[src/rtl/fc_pingpong_ctrl.sv]
// fc_pingpong_ctrl: sequencing controller for the fully-connected layer engine.
// Loads an N-element vector into vector memory over valid/ready, then walks
// the M x N weight ROM row by row, strobing the accumulator and presenting
// each row result under an output valid/ready handshake.
// Optional feature macro: FC_PINGPONG_EN (two vector banks, load overlaps compute).
//
// Handshakes: a transfer happens in a cycle where both valid and ready are
// high; ready never depends combinationally on valid, and a raised
// output_valid is held until output_ready is seen.
module fc_pingpong_ctrl #(
  parameter int M         = 10,
  parameter int N         = 8,
  parameter int LOGSIZE_M = $clog2(M*N),
  parameter int LOGSIZE_X = $clog2(N)+1
) (
  input  logic                 clk,
  input  logic                 reset,
  input  logic                 input_valid,
  output logic                 input_ready,
  output logic [LOGSIZE_X-1:0] wr_addr_x,
  output logic                 wr_en_x,
  output logic [LOGSIZE_X-1:0] rd_addr_x,
  output logic [LOGSIZE_M-1:0] addr_w,
  output logic                 clear_acc,
  output logic                 en_acc,
  output logic                 output_valid,
  input  logic                 output_ready,
  output logic                 busy
);

  localparam int KW = LOGSIZE_X-1;
  localparam int RW = (M > 1) ? $clog2(M) : 1;

`ifdef FC_PINGPONG_EN
  localparam logic PP = 1'b1;
`else
  localparam logic PP = 1'b0;
`endif

  typedef enum logic [1:0] {S_IDLE, S_ISSUE, S_FLUSH, S_HOLD} state_t;

  state_t        state_q, state_d;
  logic [RW-1:0] r_q, r_d;
  logic [KW-1:0] k_q, k_d;
  logic [KW-1:0] wcnt_q, wcnt_d;
  logic          wb_q, wb_d;
  logic          cb_q, cb_d;
  logic [1:0]    full_q, full_d;
  logic          en_acc_q, en_acc_d;
  logic          output_valid_q, output_valid_d;

  logic accept;
  logic load_done;
  logic release_bank;
  logic next_cb;
  logic chain;

`ifdef FC_PINGPONG_EN
  assign input_ready = !full_q[wb_q];
`else
  assign input_ready = (state_q == S_IDLE) && !full_q[0];
`endif

  assign accept       = input_valid && input_ready;
  assign load_done    = accept && (wcnt_q == KW'(N-1));
  assign release_bank = (state_q == S_HOLD) && output_ready && (r_q == RW'(M-1));
  // With two banks, the other bank may already hold a complete vector when the
  // last row of this one is handed off; start it right away instead of idling.
  assign next_cb      = cb_q ^ PP;
  assign chain        = PP && (full_q[next_cb] || (load_done && (wb_q == next_cb)));

  assign wr_en_x      = accept;
  assign wr_addr_x    = {(PP ? wb_q : 1'b0), wcnt_q};
  assign rd_addr_x    = {(PP ? cb_q : 1'b0), k_q};
  assign addr_w       = LOGSIZE_M'(r_q) * LOGSIZE_M'(N) + LOGSIZE_M'(k_q);
  assign en_acc       = en_acc_q;
  assign output_valid = output_valid_q;
  assign busy         = (state_q != S_IDLE);

  // Load side: element counter, write bank and bank-full flags.
  always_comb begin
    wcnt_d = wcnt_q;
    wb_d   = wb_q;
    full_d = full_q;
    if (accept) begin
      if (load_done) begin
        wcnt_d = '0;
        wb_d   = wb_q ^ PP;
      end else begin
        wcnt_d = wcnt_q + KW'(1);
      end
    end
    if (release_bank) full_d[cb_q] = 1'b0;
    if (load_done)    full_d[wb_q] = 1'b1;
  end

  // Compute FSM: next state, row/column counters and accumulator strobes.
  always_comb begin
    state_d   = state_q;
    r_d       = r_q;
    k_d       = k_q;
    cb_d      = cb_q;
    clear_acc = 1'b0;
    case (state_q)
      S_IDLE: begin
        // Bypass the flag register so compute starts the cycle after the last accept.
        if (full_q[cb_q] || (load_done && (wb_q == cb_q))) begin
          state_d = S_ISSUE;
          r_d     = '0;
          k_d     = '0;
        end
      end
      S_ISSUE: begin
        clear_acc = (k_q == '0);
        if (k_q == KW'(N-1)) begin
          k_d     = '0;
          state_d = S_FLUSH;
        end else begin
          k_d = k_q + KW'(1);
        end
      end
      S_FLUSH: state_d = S_HOLD;
      S_HOLD: begin
        if (output_ready) begin
          if (r_q == RW'(M-1)) begin
            r_d     = '0;
            cb_d    = next_cb;
            state_d = chain ? S_ISSUE : S_IDLE;
          end else begin
            r_d     = r_q + RW'(1);
            state_d = S_ISSUE;
          end
        end
      end
      default: state_d = S_IDLE;
    endcase
    en_acc_d       = (state_q == S_ISSUE);
    output_valid_d = (state_d == S_HOLD);
  end

  // State registers with synchronous reset.
  always_ff @(posedge clk) begin
    if (reset) begin
      state_q        <= S_IDLE;
      r_q            <= '0;
      k_q            <= '0;
      wcnt_q         <= '0;
      wb_q           <= 1'b0;
      cb_q           <= 1'b0;
      full_q         <= '0;
      en_acc_q       <= 1'b0;
      output_valid_q <= 1'b0;
    end else begin
      state_q        <= state_d;
      r_q            <= r_d;
      k_q            <= k_d;
      wcnt_q         <= wcnt_d;
      wb_q           <= wb_d;
      cb_q           <= cb_d;
      full_q         <= full_d;
      en_acc_q       <= en_acc_d;
      output_valid_q <= output_valid_d;
    end
  end

endmodule

[config.mk]
export PLATFORM = sky130hd
export DESIGN_NAME = fc_pingpong_ctrl
export DESIGN_NICKNAME = d
export VERILOG_FILES = /design/src/rtl/fc_pingpong_ctrl.sv
export SDC_FILE = /design/constraint.sdc
export NUM_CORES = 1
export LEC_CHECK = 0
export BUFFER_PORTS_ARGS = -buffer_cell sky130_fd_sc_hd__buf_4
export CAP_MARGIN = 20
export CELL_PAD_IN_SITES_DETAIL_PLACEMENT = 0
export CELL_PAD_IN_SITES_GLOBAL_PLACEMENT = 2
export CORE_MARGIN = 2
export CORE_UTILIZATION = 31
export CTS_CLUSTER_SIZE = 8
export DETAILED_ROUTE_END_ITERATION = 6
export PLACE_DENSITY = 0.87
export SLEW_MARGIN = 20
export SYNTH_ARGS = -nofsm -noshare
export SYNTH_HDL_FRONTEND = slang
export SYNTH_SLANG_ARGS = --single-unit
export TNS_END_PERCENT = 50
[constraint.sdc]
create_clock -name clk -period 3.5 [get_ports clk]
set_input_delay 0.175 -clock clk [delete_from_list [all_inputs] [get_ports clk]]
set_output_delay 0.175 -clock clk [all_outputs]
set_load 0.02 [all_outputs]
==> metrics.txt, run 1 <==
WP data required ~3300 ps; CTS buffer count 3; CTS tree done; largest net degree at the start of global routing 18; PwrDens 292.8 nW/µm²; antenna violations before repair 0; top post-synthesis cells by count dfxtp_1 (15), a21oi_1 (8), ha_1 (7); crit path DAT 1450 ps; maximum vdd drop ~0.21 mV; Inserted Diodes 0; initial DRC count 14; Post-CTS Hold Buffers 0; fin crit share 46.43%; ranking of synthesized cells by area dfxtp_1 (35%), ha_1 (10%), buf_4 (5.3%); Seq/Total Area, Yosys around 35%; Post-Place Worst Slack 1917 ps; die footprint 3171 µm²; crit path time final around 1600 ps; Worst-path clk slew 100 ps; Via density 4.770; Max Slew Vio Count 0; # DRC 0; Pleak 0.0004388 µW; hold slack final between 150 and 200 ps; grt total ovfl 0; EDFF count, synth 0; Final ANT Viol Nets 0; count leader, synth dfxtp_1; RSZ-0062 raised after global routing no; postcts setup bufs 0; final hold vios 0; post_cts resized 0; Ys Warns 0; share of the synthesized area in the top cell type 35.40%; total of fill cells in the finished design 261; total power roughly 300 µW; Max Freq 615.4 MHz; CTS Buffer Depth 2; synthesized flop and latch total 15; outcome finished clean; DR WL/cell 11.15 µm; Crit Path Class register to output pin; clk sink count 15; Die Width 56.31 µm; # rows 18; share of synthesized flip-flops with an asynchronous set or reset 0%; vias in the first global route 602; I/O Buffers 22; first-pass GRT wire length 2.732 mm; routed via count 663; Final Routed Wirelength roughly 1.6 mm; post-synthesis instance total 90; GR Util All Layers between 10% and 20%; core area 2545 µm²; top cell type by total area after synthesis dfxtp_1; MaxCap Viol Count 0; area grow syn2layout 20.50%; Die Height approximately 56 µm; post-placement cell area 994.7 µm²; Netlist cell types 33; final setup TNS 0 ps; final setup fails 0; initial core utilization 33.33%; fin area 1022 µm²; I/O pins 25; flop2flop setup slack 1940 ps; Final #Nets 121; Synth Cell Area ~850 µm²; Synth Flop Type dfxtp_1; routability cong. 0.7638; syn_area_per_cell 9.426 µm²; Critical Path End Type output pin; crit path max fanout 10; DR pass1 iterations 4; worst skew pair latency approximately 290 ps; H-tree depth 1; Hold/Removal Path Class primary input to register; CP Launch Type register; root buffer cell clkbuf_4; Worst Skew 11.02 ps; layout cells sized above 1 29.36%; DPL Wire Length roughly 1.2 mm; final worst setup slack 1875 ps
registers in the layout, indices dropped and copies added (netlist names):
name and flops:
r_q 4, k_q 3, wcnt_q 3, state_q 2
en_acc 1, full_q 1, output_valid 1
area by class of cell:
class	instances	area (µm²)	area share, %
repair buffers	22	165.2	16.16
multi-input cells	64	476.7	46.63
clock inverters	1	5.005	0.4896
flip-flops and latches	15	300.3	29.38
inverters	4	15.01	1.469
well taps	30	37.54	3.672
clock buffers	3	22.52	2.203
cells in the final DEF (no fill, tap or decap), types with 4 or more instances in the layout:
cell and instances:
buf_4 22, dfxtp_1 15, a21oi_1 8, ha_1 7, nor2_1 6, nand2b_1 6
nand3b_1 6, inv_1 4, o21ai_0 4
layer usage:
layer | vias to the layer above | global-route usage [%] | wire [µm]
met5 | - | 0 | 0
met4 | 0 | 5.102 | 25
met3 | 4 | 4.839 | 87
met2 | 19 | 16.47 | 700
met1 | 289 | 14.06 | 738
li1 | 351 | - | -
kinds of logic after synthesis:
group / after synthesis / share of synthesized area (%)
adder cells (fa/ha/maj): 7 / 10.32
AO/OA/AOI/OAI: 19 / 13.72
other: 1 / 0.4421
flip-flops: 15 / 35.40
AND/OR/NAND/NOR: 33 / 27.73
buffers and inverters: 12 / 8.848
multiplexers: 3 / 3.540
final timing paths:
kind	startpoint	endpoint	cells past startpoint
min reg2reg	wcnt_q[2]	wcnt_q[2]	2
max reg2reg	wcnt_q[0]	state_q[0]	5
min	reset	k_q[0]	2
max	state_q[0]	clear_acc	3
through the flow:
step | cells | utilization, %
detailed placement | 135 | 39.09
global placement | 135 | 39.09
global route | 139 | 40.17
finish | 139 | 40.17
CTS | 139 | 40.17
floorplan | 91 | -
worst max-delay path, stage by stage, from the launching register on:
cell	delay (ps)
dfxtp_1	580
nand2b_1	180
nor3b_1	230
buf_4	170
where the power goes:
part / switching [µW] / internal (µW)
combinational: 13.9 / 11.4
sequential: 1.99 / 173
clock: 56.8 / 42.5
total: 72.6 / 227
Power figures use the tool's default switching activity.
==> run 2: changes to the inputs <==
--- a/config.mk
+++ b/config.mk
@@ -5,15 +5,16 @@
 export SDC_FILE = /design/constraint.sdc
 export NUM_CORES = 1
 export LEC_CHECK = 0
+export ABC_AREA = 1
 export BUFFER_PORTS_ARGS = -buffer_cell sky130_fd_sc_hd__buf_4
 export CAP_MARGIN = 20
 export CELL_PAD_IN_SITES_DETAIL_PLACEMENT = 0
 export CELL_PAD_IN_SITES_GLOBAL_PLACEMENT = 2
 export CORE_MARGIN = 2
-export CORE_UTILIZATION = 31
+export CORE_UTILIZATION = 24
 export CTS_CLUSTER_SIZE = 8
 export DETAILED_ROUTE_END_ITERATION = 6
-export PLACE_DENSITY = 0.87
+export PLACE_DENSITY = 0.8
 export SLEW_MARGIN = 20
 export SYNTH_ARGS = -nofsm -noshare
 export SYNTH_HDL_FRONTEND = slang
==> constraint.sdc (replaced) <==
create_clock -name clk -period 1.4 [get_ports clk]
set_input_delay 0.07 -clock clk [delete_from_list [all_inputs] [get_ports clk]]
set_output_delay 0.07 -clock clk [all_outputs]
set_load 0.02 [all_outputs]
==> metrics.txt, run 2 <==
outcome finished clean; R2R Path End r_q[3]; Slowest cell on crit path dfxtp_2; Top reg by flops r_q; WP data required around 1300 ps; leading registers by flop count r_q (4), k_q (3), wcnt_q (3); total of fill cells in the finished design about 360; RSZ-0062 raised after global routing yes; Via density 4.103; share of the synthesized area in the top cell type 37.27%; worst setup path endpoint wr_en_x; routability cong. approximately 0.68; synthesized flop and latch total 15; fin crit share 96.36%; antenna violations before repair 0; die footprint 3837 µm²; I/O Buffers 22; final hold vios 0; Ys Warns 0; Critical Path End Type output pin; flop2flop setup slack 90 ps; Post-Place Worst Slack 19.96 ps; DPL Wire Length 1.323 mm; final setup fails 0; CTS buffer count 3; Final #Nets 151; core area about 3300 µm²; Max Slew Vio Count 0; Seq/Total Area, Yosys 37.27%; Worst Skew 2.702 ps; Final ANT Viol Nets 0; crit path cell chain nor2_4 > inv_2 > nor2_4 > nand2_2 > inv_2 > buf_4; EDFF count, synth 0; Synth Flop Type dfxtp_1; top cell type by total area after synthesis dfxtp_1; PwrDens around 640 nW/µm²; worst skew pair latency 280 ps; maximum vdd drop 0.1847 mV; Reg2Reg Depth 9; CP Launch Type register; layout cells sized above 1 41.73%; grt total ovfl 0; Inserted Diodes 0; ranking of synthesized cells by area dfxtp_1 (37%), ha_1 (11%), nand2_1 (10%); first-pass GRT wire length 2.580 mm; # DRC 0; syn_area_per_cell 7.531 µm²; most frequent cells in the layout buf_4 (33), nand2_1 (22), inv_1 (10), a21oi_1 (10), dfxtp_1 (10); DR pass1 iterations 4; final setup TNS 0 ps; I/O pins 25; Clock power frac 33.8%; clk sink count 15; hold slack final 24.05 ps; Die Width just over 60 µm; DR WL/cell 9.449 µm; crit path time final 1349 ps; commonest non-fill, non-tap cell in the layout buf_4; # rows 21; Reg area 311.5 µm²; top post-synthesis cells by count nand2_1 (22), dfxtp_1 (15), a21oi_1 (12), inv_1 (10), nor2_1 (10); initial DRC count 11; post-synthesis instance total 107; initial core utilization between 20% and 30%; Max Freq approximately 740 MHz; Pleak roughly 0.00054 µW; Worst Setup SP state_q[0]; routed via count approximately 760; Crit Path Class register to output pin; crit path DAT 1280 ps; count leader, synth nand2_1; area grow syn2layout 43.79%; crit path max fanout 5; share of synthesized flip-flops with an asynchronous set or reset 0%; MaxCap Viol Count 0; Pint 561.7 µW; GR Util All Layers 9.056%; Synth Cell Area between 800 and 900 µm²; Hold/Removal Path Class primary input to register; Die Height 61.94 µm; Netlist cell types 20; area of the multi-input gates 470.5 µm²; max reg flops 4; Logic pwr share 7.2%; Cells after DPL between 150 and 200; vias in the first global route 639; Sw Pwr 177.3 µW; root buffer cell clkbuf_4; CTS tree done; Net Sw Frac 23.99%; final worst setup slack 50.90 ps; Final Routed Wirelength approximately 1.7 mm; largest net degree at the start of global routing 12; Worst-path clk slew 90 ps; CTS Buffer Depth 2; final non-filler cell total roughly 190; register share of total power around three fifths; Crit path largest cell delay 360 ps; FF-to-FF Start state_q[0]; H-tree depth 1
[run 2: cell count changes after synthesis, moves of 4 or more]
cell,previous run,this run
a21oi_1,8,12
inv_1,4,10
nand2_1,2,22
nand2b_1,6,0
nand3_1,1,6
nand3b_1,6,0
nor2_1,6,10
[run 2: cell type report]
type,instances,area share [%]
multi-input combinational,75,40.60
sequential,15,26.89
timing repair buffer,33,21.38
tap,46,4.968
inverter,12,3.888
clock buffer,4,2.268
[run 2: how the worst min path moves through the flow]
stage | from | end | slack (ps) | cells after the start
2_1_floorplan | reset | state_q[1] | 160 | 1
4_1_cts | reset | wcnt_q[1] | 30 | 2
6_report | reset | r_q[0] | 20 | 2
5_1_grt | reset | r_q[0] | 30 | 2
3_5_place_dp | reset | wcnt_q[1] | 340 | 2
3_3_place_gp | reset | wcnt_q[1] | 340 | 2
[run 2: cells by family after synthesis]
kind of cell | after synthesis | share of synthesized area [%]
adder cells (fa/ha/maj) | 7 | 10.87
XOR/XNOR | 1 | 1.087
other | 1 | 0.4654
AO/OA/AOI/OAI | 15 | 9.317
buffers and inverters | 18 | 10.72
AND/OR/NAND/NOR | 50 | 30.28
flip-flops | 15 | 37.27
[run 2: routing by layer]
layer | up-vias | track usage (%) | part of all wire (%)
li1 | 401 | - | -
met1 | 341 | 12.03 | 47
met2 | 13 | 13.84 | 49
met3 | 4 | 1.863 | 2.9
met4 | 0 | 4.559 | 1.8
met5 | - | 0 | 0
[run 2: worst max-delay path, delay by kind of cell (launching register included)]
| family | cells | cell delay (ps) |
|---|---|---|
| buffers and inverters | 3 | 280 |
| DFF | 1 | 360 |
| and+or+nand+nor | 3 | 360 |
[run 2: stage by stage]
stage | area, µm² | total power, µW | util, %
2_1_floorplan | 812.0 | 480.1 | -
3_3_place_gp | 1039 | 498.0 | 31.62
3_5_place_dp | 1039 | 498.0 | 31.62
4_1_cts | 1066 | 749.8 | 32.46
5_1_grt | 1159 | 776.4 | 35.28
6_report | 1159 | 738.9 | 35.28
[run 2: repair_timing]
item | CTS | global route
resized for setup | 1 | 14
pin swaps | 0 | 4
hold endpoints to repair | 0 | 0
hold buffers | 0 | 0
buffers inserted | 0 | 5
endpoints found under the setup margin | 2 | 11
[run 2: power groups by stage]
stage | combinational [µW] | sequential [µW] | clock, µW
2_1_floorplan | 28.8 | 451 | 0
3_3_place_gp | 52.3 | 446 | 0
3_5_place_dp | 51.9 | 446 | 0
4_1_cts | 52.0 | 436 | 262
5_1_grt | 60.6 | 436 | 279
6_report | 53.5 | 435 | 250
